`src/rtl/brq_dccm_arbiter_pkg.sv`:
```
// Shared types for the DCCM arbiter.
//   arb_state_e : owner of the previous beat (IDLE/CORE/DMA)
//   rd_tag_t    : registered read-return tag {valid, owner}
//   OWNER_*     : owner encoding used inside rd_tag_t
package brq_dccm_arb_pkg;

  typedef enum logic [1:0] {
    IDLE = 2'd0,
    CORE = 2'd1,
    DMA  = 2'd2
  } arb_state_e;

  localparam logic OWNER_CORE = 1'b0;
  localparam logic OWNER_DMA  = 1'b1;

  typedef struct packed {
    logic valid;
    logic owner;
  } rd_tag_t;

endpackage

```
`src/rtl/brq_dccm_arbiter_if.sv`:
```
// Bus bundle between the core port (c_*), the DMA port (d_*) and the DCCM (m_*).
//   slave  : arbiter view (requests and m_rdata in; grants, read return, DCCM strobes out)
//   master : environment view (requesters and DCCM), directions mirrored
interface brq_dccm_arbiter_if #(
  parameter int DataWidth = 32,
  parameter int AddrWidth = 15
);

  logic                 c_req;
  logic                 c_we;
  logic [2:0]           c_be;
  logic [AddrWidth-1:0] c_addr;
  logic [DataWidth-1:0] c_wdata;
  logic                 c_gnt;
  logic                 c_rvalid;
  logic [DataWidth-1:0] c_rdata;

  logic                 d_req;
  logic                 d_we;
  logic [2:0]           d_be;
  logic [AddrWidth-1:0] d_addr;
  logic [DataWidth-1:0] d_wdata;
  logic                 d_lock;
  logic                 d_gnt;
  logic                 d_rvalid;
  logic [DataWidth-1:0] d_rdata;

  logic                 m_read_en;
  logic                 m_write_en;
  logic [2:0]           m_byte_en;
  logic [AddrWidth-1:0] m_addr;
  logic [DataWidth-1:0] m_wdata;
  logic [DataWidth-1:0] m_rdata;

  modport slave (
    input  c_req, c_we, c_be, c_addr, c_wdata,
    output c_gnt, c_rvalid, c_rdata,
    input  d_req, d_we, d_be, d_addr, d_wdata, d_lock,
    output d_gnt, d_rvalid, d_rdata,
    output m_read_en, m_write_en, m_byte_en, m_addr, m_wdata,
    input  m_rdata
  );

  modport master (
    output c_req, c_we, c_be, c_addr, c_wdata,
    input  c_gnt, c_rvalid, c_rdata,
    output d_req, d_we, d_be, d_addr, d_wdata, d_lock,
    input  d_gnt, d_rvalid, d_rdata,
    input  m_read_en, m_write_en, m_byte_en, m_addr, m_wdata,
    output m_rdata
  );

endinterface

```
`src/rtl/brq_dccm_arbiter_sat_counter.sv`:
```
// Saturating up-counter with synchronous clear (clear beats increment).
//   clk, rst_n : clock, asynchronous active-low reset
//   inc, clr   : count up by one / return to zero
//   at_max     : count has reached Max
module brq_sat_counter #(
  parameter int Width = 4,
  parameter int Max   = 8
) (
  input  logic clk,
  input  logic rst_n,
  input  logic inc,
  input  logic clr,
  output logic at_max
);

  logic [Width-1:0] count;

  assign at_max = (count == Width'(Max));

  always_ff @(posedge clk or negedge rst_n) begin
    if (!rst_n) begin
      count <= '0;
    end else if (clr) begin
      count <= '0;
    end else if (inc && !at_max) begin
      count <= count + Width'(1);
    end
  end

endmodule

```
`src/rtl/brq_dccm_arbiter.sv`:
```
// Two-port arbiter for the single-port DCCM: core (P0) has priority, DMA (P1)
// is protected by a starvation counter and may hold ownership with d_lock for a
// bounded burst. One grant per cycle; read data (1-cycle DCCM latency) is routed
// back only to the port that issued the read.
//   brq_clk, brq_rst : clock, asynchronous active-low reset
//   bus              : brq_dccm_arbiter_if.slave (c_*, d_*, m_* signals)
// Optional build macro BRQ_DCCM_ARB_PERF_EN adds perf_clr input and the 32-bit
// perf_c_grants / perf_d_grants / perf_conflicts counters.
module brq_dccm_arbiter
  import brq_dccm_arb_pkg::*;
#(
  parameter int DataWidth   = 32,
  parameter int AddrWidth   = 15,
  parameter int StarveLimit = 8,
  parameter int MaxBurst    = 4
) (
  input  logic                     brq_clk,
  input  logic                     brq_rst,
  brq_dccm_arbiter_if.slave        bus
`ifdef BRQ_DCCM_ARB_PERF_EN
  ,
  input  logic                     perf_clr,
  output logic [31:0]              perf_c_grants,
  output logic [31:0]              perf_d_grants,
  output logic [31:0]              perf_conflicts
`endif
);

  localparam int StarveW = $clog2(StarveLimit + 1);
  localparam int BurstW  = $clog2(MaxBurst + 1);

  arb_state_e state, state_nxt;
  logic       c_win, d_win;
  logic       starve_max, burst_max;
  rd_tag_t    rd_tag_nxt, rd_tag_p1;

  // Grant decision and next owner. burst_cnt < MaxBurst is !burst_max since
  // the burst counter saturates at MaxBurst.
  always_comb begin
    c_win     = 1'b0;
    d_win     = 1'b0;
    state_nxt = IDLE;
    if (bus.c_req && bus.d_req) begin
      if (starve_max || (state == DMA && bus.d_lock && !burst_max)) begin
        d_win = 1'b1;
      end else begin
        c_win = 1'b1;
      end
    end else begin
      c_win = bus.c_req;
      d_win = bus.d_req;
    end
    if (c_win) begin
      state_nxt = CORE;
    end else if (d_win) begin
      state_nxt = DMA;
    end
  end

  always_ff @(posedge brq_clk or negedge brq_rst) begin
    if (!brq_rst) begin
      state <= IDLE;
    end else begin
      state <= state_nxt;
    end
  end

  assign bus.c_gnt = c_win;
  assign bus.d_gnt = d_win;

  brq_sat_counter #(.Width(StarveW), .Max(StarveLimit)) u_starve (
    .clk    (brq_clk),
    .rst_n  (brq_rst),
    .inc    (bus.d_req && !d_win),
    .clr    (!bus.d_req || d_win),
    .at_max (starve_max)
  );

  brq_sat_counter #(.Width(BurstW), .Max(MaxBurst)) u_burst (
    .clk    (brq_clk),
    .rst_n  (brq_rst),
    .inc    (d_win),
    .clr    (!d_win),
    .at_max (burst_max)
  );

  // Memory side: straight from the winner's inputs, all zero without a grant.
  always_comb begin
    bus.m_read_en  = 1'b0;
    bus.m_write_en = 1'b0;
    bus.m_byte_en  = '0;
    bus.m_addr     = '0;
    bus.m_wdata    = '0;
    if (c_win) begin
      bus.m_read_en  = !bus.c_we;
      bus.m_write_en = bus.c_we;
      bus.m_byte_en  = bus.c_be;
      bus.m_addr     = bus.c_addr;
      bus.m_wdata    = bus.c_wdata;
    end else if (d_win) begin
      bus.m_read_en  = !bus.d_we;
      bus.m_write_en = bus.d_we;
      bus.m_byte_en  = bus.d_be;
      bus.m_addr     = bus.d_addr;
      bus.m_wdata    = bus.d_wdata;
    end
  end

  always_comb begin
    rd_tag_nxt.valid = bus.m_read_en;
    rd_tag_nxt.owner = d_win ? OWNER_DMA : OWNER_CORE;
  end

  // Stage p0 -> p1: the DCCM registers read data; the tag follows it one cycle.
  always_ff @(posedge brq_clk or negedge brq_rst) begin
    if (!brq_rst) begin
      rd_tag_p1 <= '0;
    end else begin
      rd_tag_p1 <= rd_tag_nxt;
    end
  end

  assign bus.c_rvalid = rd_tag_p1.valid && (rd_tag_p1.owner == OWNER_CORE);
  assign bus.d_rvalid = rd_tag_p1.valid && (rd_tag_p1.owner == OWNER_DMA);
  assign bus.c_rdata  = bus.c_rvalid ? bus.m_rdata : '0;
  assign bus.d_rdata  = bus.d_rvalid ? bus.m_rdata : '0;

`ifdef BRQ_DCCM_ARB_PERF_EN
  always_ff @(posedge brq_clk or negedge brq_rst) begin
    if (!brq_rst) begin
      perf_c_grants  <= '0;
      perf_d_grants  <= '0;
      perf_conflicts <= '0;
    end else if (perf_clr) begin
      perf_c_grants  <= '0;
      perf_d_grants  <= '0;
      perf_conflicts <= '0;
    end else begin
      if (c_win)                   perf_c_grants  <= perf_c_grants + 32'd1;
      if (d_win)                   perf_d_grants  <= perf_d_grants + 32'd1;
      if (bus.c_req && bus.d_req)  perf_conflicts <= perf_conflicts + 32'd1;
    end
  end
`endif

endmodule

```
`src/flat_wrapper.sv`:
```
// flat-port wrapper written by rule: the top's interface ports become plain ports
module brq_dccm_arbiter_flat import brq_dccm_arb_pkg::*;
#(
  parameter int DataWidth   = 32,
  parameter int AddrWidth   = 15,
  parameter int StarveLimit = 8,
  parameter int MaxBurst    = 4
)
  (brq_clk, brq_rst, bus_c_req, bus_c_we, bus_c_be, bus_c_addr, bus_c_wdata, bus_c_gnt, bus_c_rvalid, bus_c_rdata, bus_d_req, bus_d_we, bus_d_be, bus_d_addr, bus_d_wdata, bus_d_lock, bus_d_gnt, bus_d_rvalid, bus_d_rdata, bus_m_read_en, bus_m_write_en, bus_m_byte_en, bus_m_addr, bus_m_wdata, bus_m_rdata);
  brq_dccm_arbiter_if #(.DataWidth(DataWidth), .AddrWidth(AddrWidth)) bus_i ();
  input  logic brq_clk;
  input  logic brq_rst;
  input wire logic [$bits(bus_i.c_req)-1:0] bus_c_req;
  input wire logic [$bits(bus_i.c_we)-1:0] bus_c_we;
  input wire logic [$bits(bus_i.c_be)-1:0] bus_c_be;
  input wire logic [$bits(bus_i.c_addr)-1:0] bus_c_addr;
  input wire logic [$bits(bus_i.c_wdata)-1:0] bus_c_wdata;
  output wire logic [$bits(bus_i.c_gnt)-1:0] bus_c_gnt;
  output wire logic [$bits(bus_i.c_rvalid)-1:0] bus_c_rvalid;
  output wire logic [$bits(bus_i.c_rdata)-1:0] bus_c_rdata;
  input wire logic [$bits(bus_i.d_req)-1:0] bus_d_req;
  input wire logic [$bits(bus_i.d_we)-1:0] bus_d_we;
  input wire logic [$bits(bus_i.d_be)-1:0] bus_d_be;
  input wire logic [$bits(bus_i.d_addr)-1:0] bus_d_addr;
  input wire logic [$bits(bus_i.d_wdata)-1:0] bus_d_wdata;
  input wire logic [$bits(bus_i.d_lock)-1:0] bus_d_lock;
  output wire logic [$bits(bus_i.d_gnt)-1:0] bus_d_gnt;
  output wire logic [$bits(bus_i.d_rvalid)-1:0] bus_d_rvalid;
  output wire logic [$bits(bus_i.d_rdata)-1:0] bus_d_rdata;
  output wire logic [$bits(bus_i.m_read_en)-1:0] bus_m_read_en;
  output wire logic [$bits(bus_i.m_write_en)-1:0] bus_m_write_en;
  output wire logic [$bits(bus_i.m_byte_en)-1:0] bus_m_byte_en;
  output wire logic [$bits(bus_i.m_addr)-1:0] bus_m_addr;
  output wire logic [$bits(bus_i.m_wdata)-1:0] bus_m_wdata;
  input wire logic [$bits(bus_i.m_rdata)-1:0] bus_m_rdata;
  assign bus_i.c_req = bus_c_req;
  assign bus_i.c_we = bus_c_we;
  assign bus_i.c_be = bus_c_be;
  assign bus_i.c_addr = bus_c_addr;
  assign bus_i.c_wdata = bus_c_wdata;
  assign bus_c_gnt = bus_i.c_gnt;
  assign bus_c_rvalid = bus_i.c_rvalid;
  assign bus_c_rdata = bus_i.c_rdata;
  assign bus_i.d_req = bus_d_req;
  assign bus_i.d_we = bus_d_we;
  assign bus_i.d_be = bus_d_be;
  assign bus_i.d_addr = bus_d_addr;
  assign bus_i.d_wdata = bus_d_wdata;
  assign bus_i.d_lock = bus_d_lock;
  assign bus_d_gnt = bus_i.d_gnt;
  assign bus_d_rvalid = bus_i.d_rvalid;
  assign bus_d_rdata = bus_i.d_rdata;
  assign bus_m_read_en = bus_i.m_read_en;
  assign bus_m_write_en = bus_i.m_write_en;
  assign bus_m_byte_en = bus_i.m_byte_en;
  assign bus_m_addr = bus_i.m_addr;
  assign bus_m_wdata = bus_i.m_wdata;
  assign bus_i.m_rdata = bus_m_rdata;
  brq_dccm_arbiter #(.DataWidth(DataWidth), .AddrWidth(AddrWidth), .StarveLimit(StarveLimit), .MaxBurst(MaxBurst)) u_core (.brq_clk(brq_clk), .brq_rst(brq_rst), .bus(bus_i));
endmodule
```
`config.mk`:
```
export PLATFORM = sky130hd
export DESIGN_NAME = brq_dccm_arbiter_flat
export DESIGN_NICKNAME = d
export VERILOG_FILES = /design/src/rtl/brq_dccm_arbiter_pkg.sv /design/src/rtl/brq_dccm_arbiter_if.sv /design/src/rtl/brq_dccm_arbiter_sat_counter.sv /design/src/rtl/brq_dccm_arbiter.sv /design/src/flat_wrapper.sv
export SDC_FILE = /design/constraint.sdc
export NUM_CORES = 1
export LEC_CHECK = 0
export ABC_AREA = 0
export CAP_MARGIN = 40
export CORE_AREA = 2 2 100 102
export DETAILED_ROUTE_END_ITERATION = 8
export DIE_AREA = 0 0 102 104
export MAX_ROUTING_LAYER = met4
export PLACE_DENSITY = 0.69
export REMOVE_ABC_BUFFERS = 1
export SLEW_MARGIN = 40
export SYNTH_ARGS = -nofsm -noshare
export SYNTH_HDL_FRONTEND = slang
export SYNTH_SLANG_ARGS = --single-unit
```
`constraint.sdc`:
```
create_clock -name brq_clk -period 3.5 [get_ports brq_clk]
set_input_delay 0.35 -clock brq_clk [delete_from_list [all_inputs] [get_ports brq_clk]]
set_output_delay 0.35 -clock brq_clk [all_outputs]
set_load 0.05 [all_outputs]
```
==> Word-level counts from Yosys, hierarchy flattened <==
Index checks and enable logic that the tools add are counted.
{ "totals": {"reg_bits": 11, "in_bits": 139, "output_inout_bits": 120, "elab_cells": 52} }
{ "op_classes": {"add_sub_neg": 2, "eq_ne": 4, "n_mux": 23, "bitwise_logic": 1, "reduce_logical": 17} }
{ "op_table": {"columns": ["op", "count"], "rows": [
  ["32-bit two-way mux", 4],
  ["15-bit two-way mux", 2],
  ["3-bit two-way mux", 4],
  ["1-bit two-way mux", 9],
  ["1-bit logical AND", 8],
  ["4-bit two-way mux", 2],
  ["1-bit zero test", 6],
  ["4-bit by 1-bit adder with 4-bit output (second input constant)", 1],
  ["4-bit equality test (second input constant)", 1],
  ["2-bit two-way mux", 2],
  ["3-bit by 1-bit adder with 3-bit output (second input constant)", 1],
  ["3-bit equality test (second input constant)", 1],
  ["2-bit equality test (second input constant)", 1],
  ["1-bit logical OR", 2],
  ["2-bit inequality test (second input constant)", 1],
  ["2-bit nonzero test", 1],
  ["1-bit NOT", 1]
]} }

==> Depth between registers and ports, before layout <==
{ "depth": {"ltp_word": 11, "mapped_depth": 7, "ltp_nobuf": 5} }

==> Cells and area by module <==
Synthesis repeated with hierarchy kept, for this count alone.
{ "unflattened": {"cells_unflattened": 196, "hier_area_um2": 1617.8} }
{ "by_module_without_submodules": {"columns": ["module", "n_inst", "cells_per_inst", "area_each_um2"], "rows": [
  ["brq_dccm_arbiter", 1, 154, 1187.4],
  ["brq_sat_counter at u_core.u_starve", 1, 24, 232.7],
  ["brq_sat_counter at u_core.u_burst", 1, 18, 197.7]
]} }

==> Worst setup path before layout <==
OpenSTA, ideal clock, no wires.
{ "synth_timing": {"kind": "register to output", "from": "register u_core.u_burst.count[0]", "to": "output bus_m_wdata[25]", "arrival_time_ns": 1.827, "slack_ns": 1.323, "stages_incl_launch_ff": 7, "path_cell_list": "dfrtp_1 -> inv_1 -> ha_1 -> a21bo_2 -> o221ai_2 -> buf_2 -> a22o_1"} }
{ "synth_between": {"elab_chain_cells": 8, "elab_cells_between_ends": 10, "cone_classes": "1 x eq/ne; 6 x mux; 3 x reduce/logical"} }
{ "synth_rtl": {"columns": ["item", "line", "source"], "rows": [
  ["start: declaration", "brq_dccm_arbiter_sat_counter.sv:16", "logic [Width-1:0] count;"],
  ["start signal: assignment", "brq_dccm_arbiter_sat_counter.sv:26", "count <= count + Width'(1);"],
  ["3-bit equality test", "brq_dccm_arbiter_sat_counter.sv:18", "assign at_max = (count == Width'(Max));"],
  ["1-bit zero test", "brq_dccm_arbiter.sv:44", "if (starve_max || (state == DMA && bus.d_lock && !burst_max)) begin"],
  ["1-bit logical AND", "brq_dccm_arbiter.sv:44", null],
  ["1-bit logical OR", "brq_dccm_arbiter.sv:44", null],
  ["1-bit two-way mux", "brq_dccm_arbiter.sv:44", null],
  ["1-bit two-way mux", "brq_dccm_arbiter.sv:43", "if (bus.c_req && bus.d_req) begin"],
  ["via bus_d_gnt", "flat_wrapper.sv:27", "output wire logic [$bits(bus_i.d_gnt)-1:0] bus_d_gnt;"],
  ["32-bit two-way mux", "brq_dccm_arbiter.sv:100", "end else if (d_win) begin"],
  ["32-bit two-way mux", "brq_dccm_arbiter.sv:94", "if (c_win) begin"],
  ["end: declaration", "flat_wrapper.sv:34", "output wire logic [$bits(bus_i.m_wdata)-1:0] bus_m_wdata;"]
]} }
The timed path passes the listed nets, and every way through them passes these cells.

==> Worst setup path after layout <==
{ "layout_timing": {"from": "register u_core.u_burst.count[0]", "to": "output bus_m_read_en"} }
{ "layout_between": {"elab_chain_cells": 8, "elab_cells_between_ends": 10, "cone_classes": "1 x eq/ne; 6 x mux; 3 x reduce/logical"} }
{ "layout_rtl": {"columns": ["item", "line", "source"], "rows": [
  ["3-bit equality test (*)", "brq_dccm_arbiter_sat_counter.sv:18", null],
  ["1-bit zero test (*)", "brq_dccm_arbiter.sv:44", null],
  ["1-bit logical AND (*)", "brq_dccm_arbiter.sv:44", null],
  ["1-bit logical OR (*)", "brq_dccm_arbiter.sv:44", null],
  ["1-bit two-way mux", "brq_dccm_arbiter.sv:44", null],
  ["1-bit two-way mux", "brq_dccm_arbiter.sv:43", null],
  ["1-bit two-way mux", "brq_dccm_arbiter.sv:100", null],
  ["1-bit two-way mux (*)", "brq_dccm_arbiter.sv:94", null],
  ["end: declaration", "flat_wrapper.sv:30", "output wire logic [$bits(bus_i.m_read_en)-1:0] bus_m_read_en;"]
]} }
Every way passes the cells marked *; elsewhere a longest branch is shown, timed or not.

==> results by group <==
Run status
  – Run status: completed

Die
  – Initial core utilization: around 16%
  – Die ar.: 0.01061 mm^2
  – I/O pin cnt: 259
  – Die X: approximately 100 um
  – Die Y: roughly 100 um
  – Row count: 36
  – Total core area: ~0.0095 mm^2

Logic synthesis
  – Post-synthesis simple-gate area fraction: around a third
  – Syn_area_per_cell: around 8.4 um^2
  – Yosys warning count: 0
  – Post-synthesis compound-gate area fraction: around 34%
  – Cell count after synthesis: 185
  – Synth Register Bits: 11
  – Synth cell types: 25
  – Synth top area share: about 30%
  – Synth Area in Adders: roughly 3.2%
  – Mux cell area share after synthesis: 0%
  – Register area share after synthesis: roughly 18%
  – Top cells by area, synth: a22o_1 (29%), dfrtp_1 (18%), and2_1 (14%)
  – Cell Area, Synth: between 0.0015 and 0.002 mm^2
  – Fraction of synthesized cell area in xor and xnor cells: approximately 1.7%
  – Top cell type by total area after synthesis: a22o_1
  – Largest family of logic cells by synthesized area: compound AO/OA/AOI/OAI gates

Clock network
  – Postcts setup bufs: 0
  – CTS Buffer Depth: 2
  – Clock Latency Late Sink: approximately 0.24 ns
  – Num CTS Buffers: 3
  – Cells resized by post-CTS repair: 0
  – Clock Sinks: 11
  – Reg clk slew, reported paths: roughly 0.060 ns
  – Hold_buf cts: 0
  – CTS tree: done
  – CTS H-tree lvls: 1
  – Clock root cell: clkbuf_8

Min path
  – Hold Crit Class: in2async

Setup path
  – Reg2reg start: u_core.u_burst.count[0]$_DFFE_PN0P_
  – Worst Setup End Kind: output port
  – CP Class: reg2out
  – Critical-path maximum fanout: 56
  – CP required: ~3.2 ns
  – Worst Reg2Reg Path Length in Cells: 6
  – Setup slack, reg-to-reg: between 1 and 1.5 ns
  – Crit path DAT: 2.32 ns
  – Reg2reg end: u_core.rd_tag_p1[1]$_DFF_PN0_
  – CP Launch Type: flip-flop

Layout
  – Area Growth Syn to Fin: 201.0%
  – Final core utilization: about half
  – Final-layout fill cell count: about 900
  – Antenna diode count: 0
  – Nets: around 570
  – Share of cells above drive strength 1: 21.91%

Power and ir drop
  – Worst vdd ir: between 0.0001 and 0.00015 V
  – Power Density: 247.9 mW/mm^2
  – Leakage: ~0.0021 uW
  – Total power: 1159 uW

STA
  – Worst Tran Pin Value: 0.7714 ns
  – Fin crit share: roughly 76%
  – Setup violators final: 0
  – RSZ-0062 raised after global routing: no
  – Max Transition Viols Final: 0
  – Worst Skew: ~0.0073 ns
  – Slew margin rel.: around 50%
  – FMAX: 374.3 MHz
  – Setup TNS: 0 ns
  – Final hold violation count: 0
  – Final min period: ~2.7 ns

Detailed routing
  – Post-detailed-route wirelength per cell: 15.13 um
  – Vias/cell: 4.258
  – Via count: 2393
  – First-pass iteration count of the detailed router: 4
  – Final routed DRC violation total: 0
  – WL final: around 8500 um
  – ANT nets after route: 0
  – Detailed router's first-iteration violation count: between 40 and 50

Run
  – Max-cap violations: 0

Global routing
  – First-pass GRT wire length: between 10000 and 15000 um
  – Pin count of the biggest net entering global routing: 57
  – Number of global-route vias before repair: between 2000 and 2500
  – Initial antenna violation count: 0
  – GR Overflow Total: 0
  – All-Layer GR Usage: between 10% and 20%

Placed design
  – HPWL after detailed placement: 7437 um
  – Port buffer count: ~260
  – GPL Wtd Cong: about 0.8
[per-layer routing]
| layer | global-route usage (%) | up-vias | routed length (um) |
|---|---|---|---|
| met3 | 2.285 | 10 | 814 |
| met1 | 14.76 | 1045 | 2949 |
| met5 | - | - | 0 |
| met2 | 29.56 | 162 | 4581 |
| li1 | - | 1176 | - |
| met4 | 4.000 | 0 | 158 |
[cell usage in the layout, fill, tap and decap left out, types with 2 or more instances in the layout]
master,netlist,routed
clkbuf_8,0,3
xnor2_1,2,2
clkdlybuf4s50_1,0,173
buf_12,0,53
and3_1,32,32
nand3b_1,3,3
dfrtp_1,11,11
nor2_1,4,4
o211a_1,2,2
and2_1,35,35
inv_1,8,8
a22o_1,52,52
ha_1,4,4
buf_4,1,35
[cells by family after synthesis]
kind of cell / Yosys count
adders and majority gates: 4
DFF: 11
AOI/OAI and AO/OA: 59
buffers and inverters: 29
and+or+nand+nor: 79
xor gates and xnor gates: 3
[worst max-delay path, cell delays in order, from the launching register on]
cell and delay, ns:
dfrtp_1 0.38, inv_1 0.06, ha_1 0.21, a21bo_2 0.25
o221ai_4 0.15, buf_4 0.50, a22o_1 0.32, buf_12 0.16
[power by group]
part	total [uW]	leakage [uW]	switching, uW	internal, uW
Clock	128	0.0000255	49.9	78.3
Sequential	147	0.000145	14.3	133
Combinational	883	0.00194	453	430
Total	1160	0.00211	517	641
[state kept, by name (all words and copies together), names as in the netlist]
| register | flops |
|---|---|
| u_core.state | 2 |
| u_core.rd_tag_p1 | 2 |
| u_core.u_starve.count | 4 |
| u_core.u_burst.count | 3 |
[stage by stage]
stage,instance area (um^2),hold slack (ns),instances,setup WS [ns]
after global placement,4627,0.4727,558,0.9210
after global routing,4673,0.4989,562,0.7075
after detailed placement,4627,0.4908,558,0.8507
after floorplan,1394,0.05441,164,0.04619
after CTS,4673,0.4879,562,0.8160
final,4673,0.4567,562,0.8286
[area by class of cell]
type                    count  area (um^2)  area share (%)
well taps                 133        166.4           3.561
repair buffers            261         3055           65.38
inverters                   8        30.03          0.6426
clock buffers               3        41.29          0.8835
flip-flops and latches     11        275.3           5.890
clock inverters             1        5.005          0.1071
multi-input cells         145         1100           23.53
[cell usage after synthesis]
cell	count
a21bo_2	1
a21boi_0	1
a22o_1	52
and2_1	35
and3_1	32
buf_2	1
buf_4	1
buf_6	10
clkbuf_1	9
dfrtp_1	11
ha_1	4
inv_1	8
nand2_1	1
nand2b_1	1
nand3_1	1
nand3b_1	3
nand4b_1	1
nor2_1	4
nor2b_1	1
o2111ai_1	1
o211a_1	2
o221ai_1	1
o221ai_2	1
xnor2_1	2
xor2_1	1
[worst max path at each step]
| stage | start | endpoint | cells past startpoint |
|---|---|---|---|
| after global routing | u_core.u_burst.count[0]$_DFFE_PN0P_ | bus_m_read_en | 7 |
| after detailed placement | bus_d_req | bus_m_read_en | 6 |
| final | u_core.u_burst.count[0]$_DFFE_PN0P_ | bus_m_read_en | 7 |
| after floorplan | u_core.u_burst.count[0]$_DFFE_PN0P_ | bus_m_read_en | 5 |
| after global placement | bus_d_req | bus_m_read_en | 6 |
| after CTS | u_core.u_burst.count[0]$_DFFE_PN0P_ | bus_m_read_en | 7 |
No activity file was read; power rests on OpenSTA's default activity.
